--- src/rtl/nibble_serial_add.sv ---
`default_nettype none
// ============================================================================
// Module   : nibble_serial_add
// Purpose  : Performs a wide addition through one external 4-bit adder,
//            one nibble per clock, low nibble first. Operands and carry-in
//            are latched when start is accepted. The running carry is fed
//            back to the adder and the sum nibbles are collected into the
//            wide result.
// Ports    : clk, rst            - clock (rising edge), async active-high reset
//            start, op_a, op_b,
//            cin                 - request and operands, sampled in IDLE only
//            busy, done          - status; done is a one-cycle result strobe
//            result, cout        - wide sum and final carry, held until next start
//            add_a, add_b,
//            add_cin             - drive to the external adder (0 outside RUN)
//            add_sum, add_cout   - combinational answer from the external adder
// Revision : 1.0 - initial release
// ============================================================================
module nibble_serial_add #(
  parameter int NIBBLES = 4
) (
  input  logic                   clk,
  input  logic                   rst,
  input  logic                   start,
  input  logic [4*NIBBLES-1:0]   op_a,
  input  logic [4*NIBBLES-1:0]   op_b,
  input  logic                   cin,
  output logic                   busy,
  output logic                   done,
  output logic [4*NIBBLES-1:0]   result,
  output logic                   cout,
  output logic [3:0]             add_a,
  output logic [3:0]             add_b,
  output logic                   add_cin,
  input  logic [3:0]             add_sum,
  input  logic                   add_cout
);

  localparam int W  = 4 * NIBBLES;
  // Index width; a single-nibble build still needs a 1-bit index register.
  localparam int IW = (NIBBLES > 1) ? $clog2(NIBBLES) : 1;
  localparam logic [IW-1:0] C_LAST_IDX = IW'(NIBBLES - 1);

  typedef enum logic [1:0] {
    S_IDLE = 2'd0,
    S_RUN  = 2'd1,
    S_DONE = 2'd2
  } state_t;

  state_t          state_q;
  logic [IW-1:0]   idx_q;
  logic            carry_q;
  logic [W-1:0]    a_q;
  logic [W-1:0]    b_q;
  logic [W-1:0]    result_q;
  logic [W-1:0]    result_d;
  logic            cout_q;
  logic            busy_q;
  logic            done_q;
  logic [3:0]      a_nib;
  logic [3:0]      b_nib;

  // Nibble select of the latched operands and merge of the adder's sum
  // into the matching slot of the result register. Constant part-selects
  // keep the mux free of variable-width index arithmetic.
  always_comb begin
    a_nib    = 4'd0;
    b_nib    = 4'd0;
    result_d = result_q;
    for (int n = 0; n < NIBBLES; n++) begin
      if (idx_q == IW'(n)) begin
        a_nib               = a_q[4*n +: 4];
        b_nib               = b_q[4*n +: 4];
        result_d[4*n +: 4]  = add_sum;
      end
    end
  end

  // Adder drive is forced to zero outside RUN so the external adder sees
  // a quiet input whenever no nibble is in flight.
  always_comb begin
    add_a   = 4'd0;
    add_b   = 4'd0;
    add_cin = 1'b0;
    if (state_q == S_RUN) begin
      add_a   = a_nib;
      add_b   = b_nib;
      add_cin = carry_q;
    end
  end

  always_ff @(posedge clk or posedge rst) begin
    if (rst) begin
      state_q  <= S_IDLE;
      idx_q    <= '0;
      carry_q  <= 1'b0;
      a_q      <= '0;
      b_q      <= '0;
      result_q <= '0;
      cout_q   <= 1'b0;
      busy_q   <= 1'b0;
      done_q   <= 1'b0;
    end else begin
      case (state_q)
        S_IDLE: begin
          if (start) begin
            state_q  <= S_RUN;
            a_q      <= op_a;
            b_q      <= op_b;
            carry_q  <= cin;
            idx_q    <= '0;
            result_q <= '0;
            cout_q   <= 1'b0;
            busy_q   <= 1'b1;
          end
        end
        S_RUN: begin
          result_q <= result_d;
          carry_q  <= add_cout;
          if (idx_q == C_LAST_IDX) begin
            // Index holds at the top nibble; it returns to 0 on DONE->IDLE.
            cout_q  <= add_cout;
            done_q  <= 1'b1;
            state_q <= S_DONE;
          end else begin
            idx_q <= idx_q + IW'(1);
          end
        end
        S_DONE: begin
          done_q  <= 1'b0;
          busy_q  <= 1'b0;
          idx_q   <= '0;
          state_q <= S_IDLE;
        end
        default: begin
          state_q <= S_IDLE;
          busy_q  <= 1'b0;
          done_q  <= 1'b0;
          idx_q   <= '0;
        end
      endcase
    end
  end

  assign busy   = busy_q;
  assign done   = done_q;
  assign result = result_q;
  assign cout   = cout_q;

endmodule
`default_nettype wire

--- config.mk ---
export PLATFORM = sky130hd
export DESIGN_NAME = nibble_serial_add
export DESIGN_NICKNAME = d
export VERILOG_FILES = /design/src/rtl/nibble_serial_add.sv
export SDC_FILE = /design/constraint.sdc
export NUM_CORES = 1
export LEC_CHECK = 0
export BUFFER_PORTS_ARGS = -buffer_cell sky130_fd_sc_hd__buf_2
export CAP_MARGIN = 30
export CORE_ASPECT_RATIO = 2
export CORE_UTILIZATION = 39
export CTS_CLUSTER_SIZE = 40
export DETAILED_ROUTE_END_ITERATION = 8
export PLACE_DENSITY = 0.62
export SLEW_MARGIN = 15
export SYNTH_ARGS = -nofsm -noshare
export SYNTH_HDL_FRONTEND = slang
export SYNTH_SLANG_ARGS = --single-unit
export TNS_END_PERCENT = 1
--- constraint.sdc ---
create_clock -name clk -period 5.2 [get_ports clk]
set_clock_uncertainty 0.1 [all_clocks]
set_input_delay 0.26 -clock clk [delete_from_list [all_inputs] [get_ports clk]]
set_output_delay 0.26 -clock clk [all_outputs]
set_load 0.05 [all_outputs]
* Word-level counts from Yosys, hierarchy flattened *
Index checks and enable logic that the tools add are counted.

word-level totals
  flip-flop bits (word level) = 56
  bits in latches = 0
  bits in writable memories = 0
  ROM bits = 0
  input port bits = 41
  output and inout bits = 28
  logic and storage cells = 70
  memories = 0

operators by class
  add/subtract/negate cells = 1
  multiply operators = 0
  divide/modulo/power cells = 0
  $lt $le $gt $ge = 0
  equal/unequal tests = 10
  shifts and indexed selects = 0
  muxes and demuxes = 32
  bitwise gates (word level) = 2
  reductions and logical operators = 13

operator list
  kind                                                 count
  2-to-1 mux 4 bit                                     14
  case mux 16 bit (2 select lines)                     1
  2-to-1 mux 16 bit                                    1
  inequality test 2 bit, second input constant         6
  AND reduction 2 bit                                  6
  AND reduction 3 bit                                  4
  2-to-1 mux 2 bit                                     4
  case mux 1 bit (2 select lines)                      4
  case mux 2 bit (2 select lines)                      2
  2-to-1 mux 1 bit                                     6
  equality test 2 x 1 -> 1 bit, second input constant  2
  equality test 2 bit, second input constant           2
  zero test 2 bit                                      2
  adder 2 x 1 -> 2 bit, second input constant          1
  NOT 1 bit                                            2
  nonzero test 2 bit                                   1

* Logic depth before layout (Yosys ltp) *
Gate-level depths: netlist (run 1).

  depth in word-level cells = 6
  gate-level depth with buffers = 6

* Least setup slack after synthesis (run 1) *
No wires, ideal clock.

  path kind = reg-to-output
  start point = reg idx_q[0]
  end point = out add_a[0]
  arrival time = 1.984 ns
  setup slack = 2.856 ns
  cell stages (with the launch flop) = 6
  cell sequence = dfrtp_1 ha_1 buf_2 nor3b_2 o21ai_0 o2bb2ai_1

on the way
  word-level cells in the longest chain between the ends = 6
  elaborated cells between the ends (all ways) = 9
  those cells by class = 3 x eq/ne; 5 x mux; 1 x reduce/logical

ends and longest elaborated chain
  what                           line  text
  start, declared                51    logic [IW-1:0] idx_q;
  start signal, assigned         126   idx_q <= idx_q + IW'(1);
  zero test 2 bit                71    if (idx_q == IW'(n)) begin
  2-to-1 mux 4 bit (3 in a row)  71
  2-to-1 mux 4 bit *             71
  2-to-1 mux 4 bit *             85    if (state_q == S_RUN) begin
  end, declared                  32    output logic [3:0] add_a,

Mark *: on every way between the ends. The rest lies on a longest branch, timed or not.

* Worst setup path in the final report (run 1) *
  start point = reg state_q[0]
  end point = out add_b[3]

on the way
  word-level cells in the longest chain between the ends = 2

ends and longest elaborated chain
  what                          line  text
  start, declared               50    state_t state_q;
  start signal, assigned        94    state_q <= S_IDLE;
  start signal, assigned        107   state_q <= S_RUN;
  start signal, assigned        124   state_q <= S_DONE;
  equality test 2 x 1 -> 1 bit  85
  2-to-1 mux 4 bit              85
  end, declared                 33    output logic [3:0] add_b,

Every way passes these cells.

==> out/metrics.cfg, run 1 <==
[clock_network]
path_clk_slew_ns=0.07
postCtsHoldBufs=0
cts_buffer_depth=2
post_cts_resized=0
numCtsBuffers=5
insertion_delay_ns=0.30
cts.sinks=56
cts_tree=built
post_cts_buffers=0
h-tree-depth=2
ctsRootBufferMaster=clkbuf_16

[placed_design]
dp_hpwl_mm=4.159
place_inst=342
numPortBuffers=68
gp_congestion=0.7433

[run]
cap_violations=0

[routing]
postRouteAntennaNets=0
routedWlPerCell_um=16.32
drc_errors=0
firstDrtPassIters=5
vias_per_cell=5.191
drt-initial-drc-count=46
wl_mm=5.712
vias=1817

[worst_setup_path]
start_kind=flip-flop
crit_chain=nor3b_2 > o21ai_0 > o2bb2ai_1 > buf_2
critPathCaptureType=primary output
arrival_ns=2.48
max_stage_delay_ns=0.92
cp.required_ns=4.84
crit_buf_inv=1
crit_slowest_cell=dfrtp_1
crit_fanout=28
worstSetupPathType=reg -> out
critPathTopFamily=flip-flops

[synth]
synth_ff_type=dfrtp_1
synth_seq_cells=56
synth_fp_nets=242
synth-edff-count=0
synth_area_um2=2634
seq_area_frac_synth=0.5321
synth_area_per_cell_um2=13.37
synth_most_common_cell=dfrtp_1
synth_top_area_share=0.5321
syn_inst=197
post-synth-top-area-cell=dfrtp_1
yosys_warnings=0
yosys-top-cells-count=dfrtp_1, mux2_2, a22o_1, o21ai_0
synth_cell_types=28
async_flop_share=1.000
synth.area.top_cells=dfrtp_1, mux2_2, a22o_1, a221oi_1, o2bb2ai_1

[timing]
finalCritPeriodShare=0.5468
slew_headroom=0.4135
fin_crit_ns=2.844
max_freq_mhz=351.7
hold_viol=0
setup_viol=0
finalMaxSlewViolations=0
worst_pin_slew_ns=0.8797
fin_setup_tns_ns=0
rsz0062_at_grt=false

[power]
p_leak_nw=1.497
p_per_area_nw_per_um2=737.2
irDropWorstVdd_v=0.0003380

[final_layout]
num-fill-cells=628
nets=306
seqCellArea_um2=1401
n_antenna_cell=0
fin_cells=350
syn2layout_area_growth_pct=20.76
drive_gt1_frac=0.5000
multiInputGateArea_um2=1124

[floorplan]
core-area_um2=6569
rows=42
die_w_um=60.11
dieArea_um2=7106
start_util=0.4010
ios=69
die_y_um=118.2

[global_route]
gr-usage-all-layers=0.1784
overflow=0
grt_pass1_vias=1864
grt_pass1_wl_mm=9.301
grt_max_degree=57
antenna_found_initial=0

[hold_path]
hold_path_class=in -> async

[run_status]
status=finished, final reports clean

==> kinds of logic after synthesis <==
logic type,synth area share
adders and majority gates,0.01900
and+or+nand+nor,0.05036
AOI/OAI and AO/OA,0.1477
buffers and inverters,0.04133
muxes,0.2095
DFF,0.5321
==> metrics by stage <==
stage	worst slack, ns	hold WS [ns]	utilization	power (W)	area, µm²
global placement	2.642	0.3585	0.4587	0.001970	3013
global route	2.134	0.09052	0.4842	0.002490	3181
CTS	2.304	0.08262	0.4842	0.002379	3181
detailed placement	2.637	0.3756	0.4587	0.001991	3013
floorplan	2.856	0.2947	-	0.001739	2634
finish	2.356	0.05614	0.4842	0.002345	3181
==> sequential cells by signal, indices dropped and copies added, names as in the netlist <==
name / cells
a_q: 16
result: 16
state_q: 2
b_q: 16
done: 1
cout: 1
carry_q: 1
idx_q: 2
busy: 1
==> metal layers <==
metal  track usage  part of all wire
met1        0.2013              0.38
met3       0.03392             0.028
met4       0.08140             0.032
met5             0                 0
met2        0.3077              0.56
==> tightest hold or removal path, cell delays in order <==
cell and delay (ns):
buf_2 0.10, inv_2 0.03, buf_4 0.56
==> placed cells by master (no fill, tap or decap) <==
cell type   Yosys  routed
buf_2           3      68
dfrtp_1        56      56
mux2_2         47      47
a22o_1         17      17
o21ai_0        10      10
a221oi_1        8       8
o2bb2ai_1       8       8
nor2b_1         7       7
inv_1           6       5
clkbuf_16       0       5
ha_1            4       4
a21oi_1         3       3
nor2_1          2       2
mux2_1          2       2
and2_1          2       2
a21o_1          2       2
buf_4           1       2
and3b_1         1       1
o21bai_2        1       1
nand2_1         1       1
nor3b_4         1       1
and2_0          1       1
nand3_1         1       1
nor3b_2         1       1
or2_2           1       1
inv_2           0       1
a31o_2          1       1
nor3b_1         1       1
clkinv_2        0       1
clkinvlp_4      0       1
bufinv_16       0       1
==> where the power goes <==
group / leakage, nW / switching [W] / internal (W) / total (W)
Combinational: 0.733 / 0.000729 / 0.000444 / 0.00117
Clock: 0.0798 / 0.000155 / 0.000226 / 0.000382
Sequential: 0.684 / 0.000151 / 0.000638 / 0.000790
==> path summary, 6_finish.rpt <==
path	start	endpoint	slack, ns	cells past startpoint
setup / recovery	state_q[0]	add_b[3]	2.36	4
hold / removal	rst	result[2]	0.06	3
setup reg to reg	state_q[0]	a_q[9]	3.16	3
hold reg to reg	busy	busy	0.39	1
max in group asynchronous	rst	b_q[14]	4.47	3
min in group clk	op_b[10]	b_q[10]	0.09	2
==> cell type report <==
cell class | count | share of cell area
clock inverters | 3 | 0.01338
well taps | 88 | 0.03462
flip-flops and latches | 56 | 0.4406
repair buffers | 70 | 0.1117
clock buffers | 5 | 0.03934
multi-input cells | 122 | 0.3533
inverters | 6 | 0.007081
Power figures use the tool's default switching activity.
==> run 2, diff against run 1 <==
--- a/config.mk
+++ b/config.mk
@@ -5,6 +5,7 @@
 export SDC_FILE = /design/constraint.sdc
 export NUM_CORES = 1
 export LEC_CHECK = 0
+export ABC_AREA = 1
 export BUFFER_PORTS_ARGS = -buffer_cell sky130_fd_sc_hd__buf_2
 export CAP_MARGIN = 30
 export CORE_ASPECT_RATIO = 2
==> constraint.sdc (replaced) <==
create_clock -name clk -period 2.7 [get_ports clk]
set_clock_uncertainty 0.1 [all_clocks]
set_input_delay 0.135 -clock clk [delete_from_list [all_inputs] [get_ports clk]]
set_output_delay 0.135 -clock clk [all_outputs]
set_load 0.05 [all_outputs]
==> out/metrics.cfg, run 2 <==
[run_status]
status=finished, final reports clean

[clock_network]
cts.sinks=56
insertion_delay_ns=0.29
post_cts_buffers=0
numCtsBuffers=5
h-tree-depth=2
post_cts_resized=0
path_clk_slew_ns=0.07
cts_buffer_depth=2
ctsRootBufferMaster=clkbuf_16
cts_tree=built

[hold_path]
holdPathEnd=a_q[10]
hold_path_class=in -> reg
min-delay-start=op_a[10]
worstHoldPathCells=3

[worst_setup_path]
cp.required_ns=2.47
crit_buf_inv=4
arrival_ns=1.96
crit_fanout=14
critPathCaptureType=primary output
crit_slowest_cell=dfrtp_1
ff2ff_path_depth=5
critPathTopFamily=buffers and inverters
worstSetupPathType=reg -> out
r2r_start=state_q[0]
start_kind=flip-flop
crit_chain=inv_1 > ha_1 > buf_4 > inv_1 > nor2_1 > nor2_1 > nand2_1 > nand2_1 > buf_2
rr_endpoint=b_q[3]
ff2ff_setup_slack_ns=0.89
max_stage_delay_ns=0.40

[timing]
max_freq_mhz=456.0
fin_setup_tns_ns=0
worst_pin_slew_ns=0.5485
setup_viol=0
finalCritPeriodShare=0.8123
holdWs_ns=0.003003
rsz0062_at_grt=false
slew_headroom=0.6330
fin_crit_ns=2.193
finalMaxSlewViolations=0
hold_viol=0

[synth]
synth_cell_types=16
post-synth-top-area-cell=dfrtp_1
synth_area_um2=2643
synth_ff_type=dfrtp_1
synth_top_area_share=0.5303
synth_fp_nets=374
yosys-top-cells-count=nand2_1, nand3_1, dfrtp_1, nor2_1, nand4_1
synth.area.top_cells=dfrtp_1, nand2_1, nand3_1, nand4_1, nor2_1
yosys_warnings=0
synth_most_common_cell=nand2_1
synth-edff-count=0
synth_seq_cells=56
synth_area_per_cell_um2=8.032
async_flop_share=1.000
seq_area_frac_synth=0.5303
syn_inst=329

[global_route]
overflow=0
antenna_found_initial=0
grt_max_degree=35
gr-usage-all-layers=0.2108
grt_pass1_wl_mm=11.23
grt_pass1_vias=2466

[placed_design]
gp_congestion=0.7939
place_area_um2=3065
numPortBuffers=68
dp_hpwl_mm=4.886
place_inst=475

[final_layout]
drive_gt1_frac=0.2146
n_antenna_cell=0
nets=468
stdcell_area_um2=3506
layout_commonest_cell=nand2_1
final_cell_mix=nand2_1, buf_2, nand3_1, dfrtp_1, dlygate4sd3_1
syn2layout_area_growth_pct=32.67
fin_cells=512
fin_util=0.5337

[power]
seqPwrFrac=0.331
p_int_w=0.002230
switching_share=0.5029
irDropWorstVdd_v=0.0005741
p_per_area_nw_per_um2=1280
p_leak_nw=1.966
combPwrFrac=0.523
p_sw_w=0.002256
p_clk_frac=0.146

[routing]
wl_mm=6.786
firstDrtPassIters=4
drt-initial-drc-count=95
routedWlPerCell_um=13.25
postRouteAntennaNets=0
drc_errors=0
vias=2481
vias_per_cell=4.846

[floorplan]
rows=42
dieArea_um2=7129
ios=69
die_w_um=60.21
core-area_um2=6569
die_y_um=118.4
start_util=0.4023

[run]
cap_violations=0

run 2: routing by layer:
| layer | vias to the layer above | wire length (µm) | GRT usage |
|---|---|---|---|
| li1 | 1259 | - | - |
| met1 | 1130 | 2634 | 0.2408 |
| met2 | 72 | 3676 | 0.3558 |
| met3 | 20 | 211 | 0.03501 |
| met4 | 0 | 264 | 0.1134 |
| met5 | - | 0 | 0 |
run 2: worst max-delay path by stage:
| stage | end | slack [ns] | cells after the start | from |
|---|---|---|---|---|
| 6_report | add_b[0] | 0.51 | 9 | idx_q[0] |
| 5_1_grt | add_a[1] | 0.33 | 6 | state_q[1] |
| 4_1_cts | add_a[1] | 0.49 | 9 | idx_q[0] |
| 3_5_place_dp | add_a[1] | 0.80 | 9 | idx_q[0] |
| 3_3_place_gp | add_a[1] | 0.84 | 6 | state_q[1] |
| 2_1_floorplan | add_cin | 1.05 | 4 | state_q[1] |
run 2: tightest hold or removal path, delay by kind of cell:
kind / cells / cell delay [ns]
buf+inv: 1 / 0.08
simple gates: 2 / 0.15
run 2: timing repair:
action / CTS / global route
hold endpoints to repair: 45 / 0
hold buffers: 29 / 0
setup endpoints to repair: 0 / 0
run 2: metrics by stage:
step,total power [W],setup WS [ns]
6_report,0.004486,0.5068
5_1_grt,0.004839,0.3342
4_1_cts,0.004523,0.4876
3_5_place_dp,0.003831,0.8001
3_3_place_gp,0.003793,0.8406
2_1_floorplan,0.003265,1.048
run 2: kinds of logic after synthesis:
group | Yosys count | synth area share
fa+ha+maj | 4 | 0.01894
simple gates | 230 | 0.3826
flops | 56 | 0.5303
compound gates | 8 | 0.01515
buf+inv | 31 | 0.05303
run 2: area by class of cell:
cell class	instances	area, µm²
fill	667	3063
sequential	56	1401
multi-input combinational	242	1101
timing repair buffer	106	698.2
clock buffer	7	142.6
tap	88	110.1
inverter	12	45.04
clock inverter	1	7.507
run 2: power by group through the flow:
stage	logic [W]	clock network, W	registers (W)
2_1_floorplan	0.00142	0	0.00185
3_5_place_dp	0.00233	0	0.00150
3_3_place_gp	0.00230	0	0.00149
4_1_cts	0.00237	0.000670	0.00149
5_1_grt	0.00260	0.000707	0.00154
6_report	0.00235	0.000654	0.00149
==> run 3, diff against run 2 <==
==> constraint.sdc (replaced) <==
create_clock -name clk -period 2.18 [get_ports clk]
set_clock_uncertainty 0.1 [all_clocks]
set_input_delay 0.109 -clock clk [delete_from_list [all_inputs] [get_ports clk]]
set_output_delay 0.109 -clock clk [all_outputs]
set_load 0.05 [all_outputs]
==> out/metrics.cfg, run 3 (synthesis gave the netlist of run 2 again) <==
[run_status]
status=finished, final reports clean

[timing]
fin_setup_tns_ns=0
slew_headroom=0.7729
holdWs_ns=0.02270
hold_viol=0
finalCritPeriodShare=0.9351
fin_crit_ns=2.039
max_freq_mhz=490.5
setup_viol=0
finalMaxSlewViolations=0
worst_pin_slew_ns=0.3406
rsz0062_at_grt=false

[worst_setup_path]
ff2ff_path_depth=6
critPathCaptureType=primary output
crit_fanout=9
rr_endpoint=carry_q
cp.required_ns=1.97
max_stage_delay_ns=0.42
critPathLaunch=idx_q[1]
crit_chain=inv_1 > ha_1 > buf_4 > a21oi_1 > nand2_1 > nand2_1 > nand2_1 > buf_2
start_kind=flip-flop
cp-endpoint=add_a[1]
crit_slowest_cell=dfrtp_1
ff2ff_setup_slack_ns=0.16
r2r_start=state_q[0]
path_common_cell=nand2_1
worstSetupPathType=reg -> out
arrival_ns=1.83

[global_route]
overflow=0
grt.busiest_layer=met2
use_met2=0.3736
grt_max_degree=38
grt_pass1_vias=2561
use_met1=0.2364
use_met3=0.03282
gr-usage-all-layers=0.2163
grt_pass1_wl_mm=11.54
antenna_found_initial=0

[floorplan]
die_y_um=118.4
ios=69
die_w_um=60.21
dieArea_um2=7129
core-area_um2=6569
start_util=0.4023
rows=42

[routing]
postRouteAntennaNets=0
firstDrtPassIters=4
vias_per_cell=4.855
wl_mm=6.975
vias=2510
drt-initial-drc-count=82
routedWlPerCell_um=13.49
drc_errors=0

[placed_design]
dp_hpwl_mm=5.016
place_inst=475
gp_congestion=0.7779
numPortBuffers=68

[clock_network]
insertion_delay_ns=0.29
ctsRootBufferMaster=clkbuf_16
post_cts_buffers=0
cts.sinks=56
path_clk_slew_ns=0.07
cts_buffer_depth=2
cts_tree=built
numCtsBuffers=5
h-tree-depth=2

[final_layout]
fin_cells=517
drive_gt1_frac=0.2214
nets=473
syn2layout_area_growth_pct=36.13
num-fill-cells=640
n_antenna_cell=0
seqCellArea_um2=1401
multiInputGateArea_um2=1106
final_cell_mix=nand2_1, buf_2, nand3_1, dfrtp_1, dlygate4sd3_1
layout_commonest_cell=nand2_1
fin_util=0.5476

[hold_path]
hold_path_class=in -> reg

[power]
irDropWorstVdd_v=0.0006745
p_per_area_nw_per_um2=1591
p_leak_nw=1.999
total_power_w=0.005724

[run]
cap_violations=0

==> run 3: cell count changes in the layout (fill, tap and decap cells not counted) <==
cell	before	now
buf_4	9	7
inv_2	3	4
clkinv_2	0	1
buf_6	0	1
ha_2	0	2
ha_1	4	2
clkbuf_8	1	0
dlygate4sd3_1	29	34
clkbuf_4	0	1
buf_2	68	67
inv_1	9	8
clkbuf_1	1	0
buf_12	0	1
bufinv_16	0	1
==> run 3: final cells by class <==
type | instances | share of cell area
Timing Repair Buffer | 111 | 0.2132
Clock buffer | 5 | 0.03478
Sequential cell | 56 | 0.3896
Tap cell | 88 | 0.03061
Clock inverter | 3 | 0.01183
Inverter | 12 | 0.01252
Multi-Input combinational cell | 242 | 0.3075
==> run 3: stage by stage <==
step           instance area [µm²]  setup slack, ns
2_1_floorplan                 2643           0.5538
3_3_place_gp                  3078           0.4125
3_5_place_dp                  3078           0.3508
4_1_cts                       3586          0.01654
5_1_grt                       3597          0.01546
6_report                      3597           0.1414
==> run 3: power by group <==
part / switching (W) / internal [W]
clock network: 0.000355 / 0.000540
registers: 0.000302 / 0.00152
logic: 0.00217 / 0.000841
==> run 3: layer usage <==
layer  up-vias  routed length (µm)
met4         0                 223
met2        71                3918
met5         -                   0
li1       1265                   -
met3        16                 190
met1      1158                2643
==> run 3: worst min-delay path by stage <==
| stage | startpoint | end | cells past startpoint |
|---|---|---|---|
| 2_1_floorplan | add_cout | carry_q | 2 |
| 3_3_place_gp | rst | result[12] | 2 |
| 3_5_place_dp | rst | result[13] | 2 |
| 4_1_cts | op_a[6] | a_q[6] | 3 |
| 5_1_grt | op_a[6] | a_q[6] | 3 |
| 6_report | add_sum[3] | result[15] | 3 |
==> run 3: worst max-delay path, delay by kind of cell (launching register included) <==
family	cells	cell delay, ns
flops	1	0.42
compound gates	1	0.07
fa+ha+maj	1	0.29
simple gates	3	0.17
buf+inv	3	0.57
==> run 3: repair_timing <==
item | CTS | global route
hold endpoints to repair | 45 | 0
endpoints found under the setup margin | 0 | 9
hold buffers | 34 | 0
resized for setup | 0 | 5
